[config.mk]
export PLATFORM = sky130hd
export DESIGN_NAME = load_store_unit
export DESIGN_NICKNAME = d
export VERILOG_FILES = /design/src/rtl/load_store_unit_pkg.sv /design/src/rtl/lsu_align.sv /design/src/rtl/load_store_unit.sv
export SDC_FILE = /design/constraint.sdc
export NUM_CORES = 1
export LEC_CHECK = 0
export BUFFER_PORTS_ARGS = -buffer_cell sky130_fd_sc_hd__buf_4
export CORE_MARGIN = 4
export CORE_UTILIZATION = 35
export CTS_CLUSTER_SIZE = 40
export DETAILED_ROUTE_END_ITERATION = 16
export GPL_TIMING_DRIVEN = 0
export PLACE_DENSITY = 0.61
export SLEW_MARGIN = 20
export SYNTH_ARGS = -nofsm -noshare
export SYNTH_HDL_FRONTEND = slang
export SYNTH_SLANG_ARGS = --single-unit
export TNS_END_PERCENT = 100
[constraint.sdc]
create_clock -name clk -period 2.4 [get_ports clk]
set_input_delay 0.36 -clock clk [delete_from_list [all_inputs] [get_ports clk]]
set_output_delay 0.36 -clock clk [all_outputs]
set_load 0.01 [all_outputs]
[src/rtl/load_store_unit_pkg.sv]
// Shared types for the load/store unit: FSM states and RV32I
// load/store funct3 encodings.
package load_store_unit_pkg;

    typedef enum logic [1:0] {
        IDLE,
        REQ,
        WAIT,
        DONE
    } lsu_state_t;

    typedef enum logic [2:0] {
        lb  = 3'b000,
        lh  = 3'b001,
        lw  = 3'b010,
        lbu = 3'b100,
        lhu = 3'b101
    } L_funct3_t;

    typedef enum logic [2:0] {
        sb = 3'b000,
        sh = 3'b001,
        sw = 3'b010
    } S_funct3_t;

endpackage

[src/rtl/lsu_align.sv]
// Byte-lane steering: byte enables, store replication, load
// extraction/extension and legality of funct3/alignment.
module lsu_align
    import load_store_unit_pkg::*;
(
    input  logic [2:0]  funct3,
    input  logic [1:0]  addr_lo,
    input  logic        store,
    input  logic [31:0] wdata,
    input  logic [31:0] rdata,
    output logic [3:0]  be,
    output logic [31:0] wdata_rep,
    output logic [31:0] ldata,
    output logic        illegal
);

    logic [31:0] lane;

    assign lane = rdata >> {addr_lo, 3'b000};

    // Decode size, lanes and extension; unsigned forms exist only for loads
    always_comb begin
        be        = '0;
        wdata_rep = '0;
        ldata     = '0;
        illegal   = 1'b0;
        case (funct3)
            lb, lbu: begin
                be        = 4'b0001 << addr_lo;
                wdata_rep = {4{wdata[7:0]}};
                ldata     = {{24{lane[7] & ~funct3[2]}}, lane[7:0]};
            end
            lh, lhu: begin
                be        = 4'b0011 << addr_lo;
                wdata_rep = {2{wdata[15:0]}};
                ldata     = {{16{lane[15] & ~funct3[2]}}, lane[15:0]};
                illegal   = addr_lo[0];
            end
            lw: begin
                be        = 4'b1111;
                wdata_rep = wdata;
                ldata     = rdata;
                illegal   = |addr_lo;
            end
            default: illegal = 1'b1;
        endcase
        if (store && funct3[2]) begin
            illegal = 1'b1;
        end
    end

endmodule

[src/rtl/load_store_unit.sv]
// RV32I load/store unit on a req/gnt/rvalid data port.
// Optional watchdog on REQ/WAIT enabled by LSU_TIMEOUT_EN.
module load_store_unit
    import load_store_unit_pkg::*;
#(
    parameter int ADDR_W         = 32,
    parameter int TIMEOUT_CYCLES = 16
) (
    input  logic              clk,
    input  logic              reset,
    input  logic              req_valid,
    output logic              req_ready,
    input  logic              req_store,
    input  logic [2:0]        req_funct3,
    input  logic [ADDR_W-1:0] req_addr,
    input  logic [31:0]       req_wdata,
    input  logic [4:0]        req_rd,
    output logic              resp_valid,
    output logic              resp_err,
    output logic [31:0]       resp_data,
    output logic [4:0]        resp_rd,
    output logic              resp_we,
    output logic              busy,
    output logic              mem_req,
    output logic              mem_we,
    output logic [ADDR_W-1:0] mem_addr,
    output logic [3:0]        mem_be,
    output logic [31:0]       mem_wdata,
    input  logic              mem_gnt,
    input  logic              mem_rvalid,
    input  logic [31:0]       mem_rdata
);

    lsu_state_t  state;
    logic        store_q;
    logic [2:0]  f3_q;
    logic [1:0]  lo_q;
    logic [4:0]  rd_q;
    logic        idle;

    logic [2:0]  a_f3;
    logic [1:0]  a_lo;
    logic        a_store;
    logic [3:0]  a_be;
    logic [31:0] a_wdata;
    logic [31:0] a_ldata;
    logic        a_illegal;

`ifdef LSU_TIMEOUT_EN
    localparam int CNT_W = $clog2(TIMEOUT_CYCLES + 1);
    localparam logic [CNT_W-1:0] CNT_LAST = CNT_W'(TIMEOUT_CYCLES - 1);
    logic [CNT_W-1:0] cnt;
    logic             expired;
    assign expired = (cnt == CNT_LAST);
`else
    logic unused_tmo;
    assign unused_tmo = ^TIMEOUT_CYCLES;
`endif

    assign idle      = (state == IDLE);
    assign req_ready = idle;
    assign busy      = ~idle;

    // Aligner sees the live request in IDLE, the captured op afterwards
    assign a_f3    = idle ? req_funct3    : f3_q;
    assign a_lo    = idle ? req_addr[1:0] : lo_q;
    assign a_store = idle ? req_store     : store_q;

    lsu_align u_align (
        .funct3    (a_f3),
        .addr_lo   (a_lo),
        .store     (a_store),
        .wdata     (req_wdata),
        .rdata     (mem_rdata),
        .be        (a_be),
        .wdata_rep (a_wdata),
        .ldata     (a_ldata),
        .illegal   (a_illegal)
    );

    // Access FSM with capture registers and registered outputs
    always_ff @(posedge clk) begin
        if (reset) begin
            state      <= IDLE;
            store_q    <= 1'b0;
            f3_q       <= '0;
            lo_q       <= '0;
            rd_q       <= '0;
            mem_req    <= 1'b0;
            mem_we     <= 1'b0;
            mem_addr   <= '0;
            mem_be     <= '0;
            mem_wdata  <= '0;
            resp_valid <= 1'b0;
            resp_err   <= 1'b0;
            resp_data  <= '0;
            resp_rd    <= '0;
            resp_we    <= 1'b0;
`ifdef LSU_TIMEOUT_EN
            cnt        <= '0;
`endif
        end else begin
            resp_valid <= 1'b0;
            resp_err   <= 1'b0;
            resp_data  <= '0;
            resp_rd    <= '0;
            resp_we    <= 1'b0;
            case (state)
                IDLE: begin
                    if (req_valid) begin
                        store_q   <= req_store;
                        f3_q      <= req_funct3;
                        lo_q      <= req_addr[1:0];
                        rd_q      <= req_rd;
                        mem_addr  <= {req_addr[ADDR_W-1:2], 2'b00};
                        mem_be    <= a_be;
                        mem_wdata <= a_wdata;
                        if (a_illegal) begin
                            state      <= DONE;
                            resp_valid <= 1'b1;
                            resp_err   <= 1'b1;
                            resp_rd    <= req_rd;
                        end else begin
                            state   <= REQ;
                            mem_req <= 1'b1;
                            mem_we  <= req_store;
`ifdef LSU_TIMEOUT_EN
                            cnt     <= '0;
`endif
                        end
                    end
                end
                REQ: begin
                    if (mem_gnt) begin
                        mem_req <= 1'b0;
                        mem_we  <= 1'b0;
                        if (store_q) begin
                            state      <= DONE;
                            resp_valid <= 1'b1;
                            resp_rd    <= rd_q;
                        end else begin
                            state <= WAIT;
`ifdef LSU_TIMEOUT_EN
                            cnt   <= '0;
`endif
                        end
                    end
`ifdef LSU_TIMEOUT_EN
                    else if (expired) begin
                        state      <= DONE;
                        mem_req    <= 1'b0;
                        mem_we     <= 1'b0;
                        resp_valid <= 1'b1;
                        resp_err   <= 1'b1;
                        resp_rd    <= rd_q;
                    end else begin
                        cnt <= cnt + CNT_W'(1);
                    end
`endif
                end
                WAIT: begin
                    if (mem_rvalid) begin
                        state      <= DONE;
                        resp_valid <= 1'b1;
                        resp_we    <= 1'b1;
                        resp_data  <= a_ldata;
                        resp_rd    <= rd_q;
                    end
`ifdef LSU_TIMEOUT_EN
                    else if (expired) begin
                        state      <= DONE;
                        resp_valid <= 1'b1;
                        resp_err   <= 1'b1;
                        resp_rd    <= rd_q;
                    end else begin
                        cnt <= cnt + CNT_W'(1);
                    end
`endif
                end
                DONE: state <= IDLE;
                default: state <= IDLE;
            endcase
        end
    end

endmodule

==> flow_summary.toml, run 1 <==
[run_status]
outcome = "complete, no violations"

[timing]
setup_violations = 0
fin_skew_ps = 5.88
finalCritPeriodShare = 0.956
worst_pin_slew_ps = 703
fin_crit_ps = 2290
hold_viol = 0
drv_slew = 0
slew_headroom = 0.530
fmax_ghz = 0.436

[synth]
synth_area_um2 = 5080
syn_inst = 595
synth_edf_count = 0
synth_seq_cells = 121
synth.top_cell.area_share = 0.477
yosysSeqAreaShare = 0.477
yosys.area.top_type = "dfxtp_1"
ys_warn_count = 0
async_reset_ff_frac = 0
synth_most_common_cell = "dfxtp_1"
yosys.cell_types.count = 47
synthFlopType = "dfxtp_1"
synth_area_leaders = "dfxtp_1, nand2_1, a21oi_1"
synthTopCellsByCount = "dfxtp_1, nand2_1, a21oi_1"
syn_area_per_cell_um2 = 8.54

[run]
cap_violations = 0

[power]
p_int_mw = 5.68
p_seq_frac = 0.304
power.share.combinational = 0.385
power.leakage_nw = 3.62
power.switching_mw = 2.99
swShare = 0.345
power.share.clock = 0.312
power_density_nw_per_um2 = 1100
vdd.ir_drop.worst_v = 0.000619

[worst_setup_path]
worst_path_most_repeated_cell = "buf_6"
path_cells = "inv_2 > ha_4 > buf_6 > buf_8 > mux2_4 > a2111oi_4 > nand2_2 > or3_4 > buf_6 > o211ai_1"
crit_path_end_kind = "flop"
cp.arrival_ps = 2610
cp_slowest_stage_delay_ps = 370
path_class = "reg -> reg"
path_max_fanout = 8
slowest_stage = "dfxtp_4"
start_kind = "flop"
crit_required_ps = 2720

[routing]
via_count = 5418
first_pass_iters = 5
viasPerCell = 5.20
drt-wirelength-per-cell_um = 17.5
drc_errors = 0
drt-initial-drc-count = 390
detail-route-antenna-nets = 0
totalWireLength_um = 18300

[die]
die_x_um = 128
die_area_um2 = 16500
ios = 222
fp-row-count = 43
initial_core_util = 0.362
dieHeight_um = 128
core_area_um2 = 14000

[clocking]
clkLatencyLatePin_ps = 410
clockBufferDepth = 2
cts_hold_buf = 0
cts_buffers = 17
clk_pin_slew_ps = 50
cts_sinks = 121
cts_tree = "built"
root_buffer = "clkbuf_16"
htreeDepth = 4

[finish]
drive_gt1_frac = 0.372
area.growth.synth_to_final_pct = 54.6
final-instance-count-excl-fill = 1041
diodes = 0
nets = 962
stdcell_area_um2 = 7850
fillCellCount = 1280

[place]
place_area_um2 = 6950
place_congestion = 0.817
portBuffers = 219
place_hpwl_um = 13800
dp_cells = 995

[global_route]
antenna_found_initial = 0
grt_max_degree = 17
grt_overflow = 0
globalRouteTotalUtil = 0.213
grt_pass1_vias = 5239
grt_pass1_wl_um = 27600

[min_path]
hold_path_class = "in -> reg"
## kinds of logic after synthesis
| group | Yosys count | share of synthesized area |
|---|---|---|
| compound gates | 170 | 0.235 |
| fa+ha+maj | 4 | 0.00986 |
| buf+inv | 52 | 0.0485 |
| flops | 121 | 0.477 |
| mux | 13 | 0.0301 |
| other cells | 1 | 0.000738 |
| simple gates | 234 | 0.199 |
## routing by layer
metal,track usage,vias to the layer above,part of all wire
met1,0.259,2513,0.41
met5,0,-,0
met4,0.0730,0,0.020
met2,0.348,277,0.46
met3,0.0801,25,0.11
li1,-,2603,-
## power groups by stage
stage | Sequential, mW | Clock [mW] | Combinational (mW)
finish | 2.63 | 2.70 | 3.33
global placement | 2.64 | 0 | 2.95
detailed placement | 2.66 | 0 | 2.99
CTS | 2.62 | 2.74 | 3.13
floorplan | 2.78 | 0 | 1.59
global route | 2.67 | 2.85 | 3.63
## per-stage QoR
step	hold WS [ps]	util	power [mW]	TNS, ps	setup slack, ps
after floorplan	437	-	4.37	0	144
final	159	0.559	8.67	0	106
after detailed placement	447	0.495	5.65	-6290	-273
after global routing	156	0.559	9.15	-4.52	-3.91
after global placement	441	0.495	5.59	-5150	-232
after CTS	147	0.550	8.50	-23.7	-14.9
## final cells by class
cell class / count / area [um2] / area share
well taps: 180 / 225 / 0.0287
clock buffers: 21 / 460 / 0.0586
repair buffers: 234 / 1780 / 0.226
clock inverters: 11 / 169 / 0.0215
flip-flops and latches: 121 / 2430 / 0.309
plain buffers: 44 / 263 / 0.0335
inverters: 7 / 26.3 / 0.00335
multi-input cells: 423 / 2500 / 0.319
## timing repair
item,CTS,global route
resized for setup,24,36
endpoints found under the setup margin,77,111
setup buffers,7,7
pin swaps,4,4
cloned,1,0
## sequential cells by signal, indices dropped and copies added (netlist names), 2 cells and up
register / cells
mem_be: 4
rd_q: 5
f3_q: 3
resp_data: 32
lo_q: 2
state: 2
resp_rd: 5
mem_wdata: 32
mem_addr: 30
## placed cells by master, fill, tap and decap left out, types with 7 or more instances in the layout
cell type  Yosys  routed
dfxtp_1      121     119
a22oi_1       17      17
buf_6          4       7
a221oi_1      17      17
nor2_1        47      47
buf_4          3     236
clkbuf_2       0      10
o211ai_1      10      10
nor3_1        29      29
a22o_1         8       8
nand3_1        8       8
a21o_1        17      17
clkbuf_16      0      17
mux2i_1        9       9
nand2b_1       8       8
a21oi_1       55      52
a211oi_1      12      11
o21ai_0       17      17
clkbuf_1      30      17
nand2_1      120     120
## critical path, delay by kind of cell (launching register included)
family | cells | cell delay (ps)
AOI/OAI and AO/OA | 2 | 440
adders and majority gates | 1 | 150
buffers and inverters | 4 | 440
DFF | 1 | 370
muxes | 1 | 310
and+or+nand+nor | 2 | 470
## final timing paths
kind | end | slack [ps] | cells past startpoint | from
hold reg to reg | mem_addr[2] | 450 | 2 | mem_addr[2]
hold / removal | resp_data[30] | 160 | 2 | mem_rdata[30]
setup / recovery | resp_data[11] | 110 | 10 | state[1]
setup reg to reg | resp_data[11] | 110 | 10 | state[1]
Power figures use the tool's default switching activity.
==> run 2: changes to the inputs <==
--- a/config.mk
+++ b/config.mk
@@ -5,13 +5,16 @@
 export SDC_FILE = /design/constraint.sdc
 export NUM_CORES = 1
 export LEC_CHECK = 0
+export ABC_AREA = 1
 export BUFFER_PORTS_ARGS = -buffer_cell sky130_fd_sc_hd__buf_4
+export CELL_PAD_IN_SITES_DETAIL_PLACEMENT = 0
+export CELL_PAD_IN_SITES_GLOBAL_PLACEMENT = 1
 export CORE_MARGIN = 4
-export CORE_UTILIZATION = 35
+export CORE_UTILIZATION = 33
 export CTS_CLUSTER_SIZE = 40
 export DETAILED_ROUTE_END_ITERATION = 16
 export GPL_TIMING_DRIVEN = 0
-export PLACE_DENSITY = 0.61
+export PLACE_DENSITY = 0.78
 export SLEW_MARGIN = 20
 export SYNTH_ARGS = -nofsm -noshare
 export SYNTH_HDL_FRONTEND = slang
==> run 2 against run 1 <==
Cell count grew 18%. Combinational power is 39% higher. Area after synthesis rose by 8.5%. Sequential share of layout area decreased by 0.85 points. Wire length rose by 3.2%. Die area rose by 14%. Flip-flop and latch count stayed put. Clock power is 2% higher. Sequential power barely moved.
==> flow_summary.toml, run 2 <==
[run_status]
outcome = "complete, no violations"

[timing]
tns_ps = 0
drv_slew = 0
setup_ws_ps = 225
rsz0062_at_grt = "no"
hold_viol = 0
fin_skew_ps = 11.8
fmax_ghz = 0.460
slew_headroom = 0.557
finalCritPeriodShare = 0.906
fin_hold_ws_ps = 183
fin_crit_ps = 2180
setup_violations = 0
worst_pin_slew_ps = 661

[synth]
async_reset_ff_frac = 0
synth_most_common_cell = "nand2_1"
syn_inst = 763
ys_warn_count = 0
syn_area_per_cell_um2 = 7.22
synthTopCellsByCount = "nand2_1, dfxtp_1, nor2_1"
yosysSeqAreaShare = 0.440
synthFlopType = "dfxtp_1"
synth.top_cell.area_share = 0.440
synth_area_leaders = "dfxtp_1, nand2_1, o21ai_0"
yosys.area.top_type = "dfxtp_1"
synth_area_um2 = 5510
synth_edf_count = 0
yosys.cell_types.count = 37
synth_seq_cells = 121

[global_route]
globalRouteTotalUtil = 0.200
grt_pass1_wl_um = 29000
antenna_found_initial = 0
grt_pass1_vias = 5442
grt_overflow = 0
grt_max_degree = 17

[power]
vdd.ir_drop.worst_v = 0.000690
power.leakage_nw = 3.99
power_density_nw_per_um2 = 1240

[worst_setup_path]
path_cells = "inv_1 > ha_1 > buf_6 > nand2_2 > nand2_4 > clkbuf_1 > o32ai_1 > nand2_1 > a21oi_1"
rrSetupSlack_ps = 220
cp.arrival_ps = 2510
cp_slowest_stage_delay_ps = 430
path_class = "reg -> reg"
start_kind = "flop"
slowest_stage = "o32ai_1"
path_max_fanout = 10
r2r_cells = 9
timing.rr.start = "state[0]"
regToRegEndpoint = "resp_data[0]"
crit_path_end_kind = "flop"
crit_required_ps = 2730

[routing]
viasPerCell = 4.64
dr_wl_met2_um = 8650
wl_met3_um = 1640
drc_errors = 0
totalWireLength_um = 18800
highest_layer = "met4"
drt-wirelength-per-cell_um = 15.3
drt-initial-drc-count = 238
via_count = 5708
detail-route-antenna-nets = 0
met1Wirelength_um = 8220
first_pass_iters = 5

[run]
cap_violations = 0

[clocking]
cts_hold_buf = 0
htreeDepth = 4
clk_pin_slew_ps = 50
clkLatencyLatePin_ps = 420
root_buffer = "clkbuf_16"
cts_tree = "built"
cts_buffers = 17
cts_sinks = 121
clockBufferDepth = 2

[finish]
nets = 1115
largestRegisters = "mem_wdata x32, resp_data x32, mem_addr x30"
diodes = 0
most-common-layout-cells = "buf_4, nand2_1, dfxtp_1"
drive_gt1_frac = 0.306
stdcell_area_um2 = 8060
final-instance-count-excl-fill = 1230
fillCellCount = 1659
layout_commonest_cell = "buf_4"
area.growth.synth_to_final_pct = 46.3

[min_path]
worstHoldPathCells = 3
hold_path_class = "in -> reg"
hold_end = "mem_addr[4]"
hp-start = "req_addr[4]"

[place]
place_area_um2 = 7420
place_congestion = 0.880
dp_cells = 1198
place_worst_setup_slack_ps = 227
portBuffers = 218
place_hpwl_um = 14500

[die]
initial_core_util = 0.342
core_area_um2 = 16100
dieHeight_um = 137
die_area_um2 = 18800
fp-row-count = 46
ios = 222
die_x_um = 137
## run 2: changes by cell type after synthesis, moves of 29 or more
cell,before,now
nand3_1,8,42
inv_1,7,71
nor2_1,47,91
nor3_1,29,0
o21ai_0,17,75
nand2_1,120,182
## run 2: stage by stage
stage | power (mW) | util
4_1_cts | 10.1 | 0.500
5_1_grt | 10.8 | 0.500
3_3_place_gp | 7.34 | 0.460
3_5_place_dp | 7.33 | 0.460
6_report | 10.0 | 0.500
2_1_floorplan | 5.69 | -
## run 2: how the worst max path moves through the flow
stage	from	to	slack, ps	cells after the start
global route	state[0]	mem_wdata[9]	10	10
CTS	state[0]	resp_data[0]	220	11
finish	state[0]	resp_data[0]	220	9
detailed placement	state[0]	mem_wdata[29]	230	10
floorplan	state[0]	resp_data[11]	540	12
global placement	state[0]	mem_wdata[29]	230	10
## run 2: worst max-delay path, delay by kind of cell (launching register included)
kind	cells	cell delay, ps
buf+inv	3	530
fa+ha+maj	1	280
simple gates	3	290
compound gates	2	580
flops	1	400
## run 2: cells by family (layout without fill, tap and decap cells)
group / count (synthesis) / in the layout / synth area share
simple gates: 337 / 337 / 0.266
buf+inv: 127 / 377 / 0.110
other cells: 1 / 2 / 0.000681
flops: 121 / 121 / 0.440
compound gates: 173 / 173 / 0.174
fa+ha+maj: 4 / 4 / 0.00909
## run 2: metal layers
layer  vias up  GRT usage
li1       2940          -
met1      2540      0.254
met2       201      0.314
met3        27     0.0676
met4         0     0.0776
met5         -          0
## run 2: where the power goes
group | leakage [nW] | total [mW] | internal (mW) | switching (mW)
Clock | 0.301 | 2.76 | 1.84 | 0.918
Combinational | 2.70 | 4.63 | 1.79 | 2.85
Sequential | 0.989 | 2.63 | 2.43 | 0.200
Total | 3.99 | 10.0 | 6.06 | 3.97
## run 2: final cells by class
cell class / count / area [um2] / area share
Buffer: 49 / 307 / 0.0380
Clock buffer: 21 / 440 / 0.0547
Clock inverter: 11 / 196 / 0.0244
Inverter: 78 / 303 / 0.0376
Multi-Input combinational cell: 516 / 2480 / 0.308
Sequential cell: 121 / 2420 / 0.301
Tap cell: 216 / 270 / 0.0335
Timing Repair Buffer: 218 / 1640 / 0.203
## run 2: repair_timing
item | 4_1_cts | 5_1_grt
buffers inserted | 0 | 0
resized for setup | 0 | 2
endpoints found under the setup margin | 0 | 4
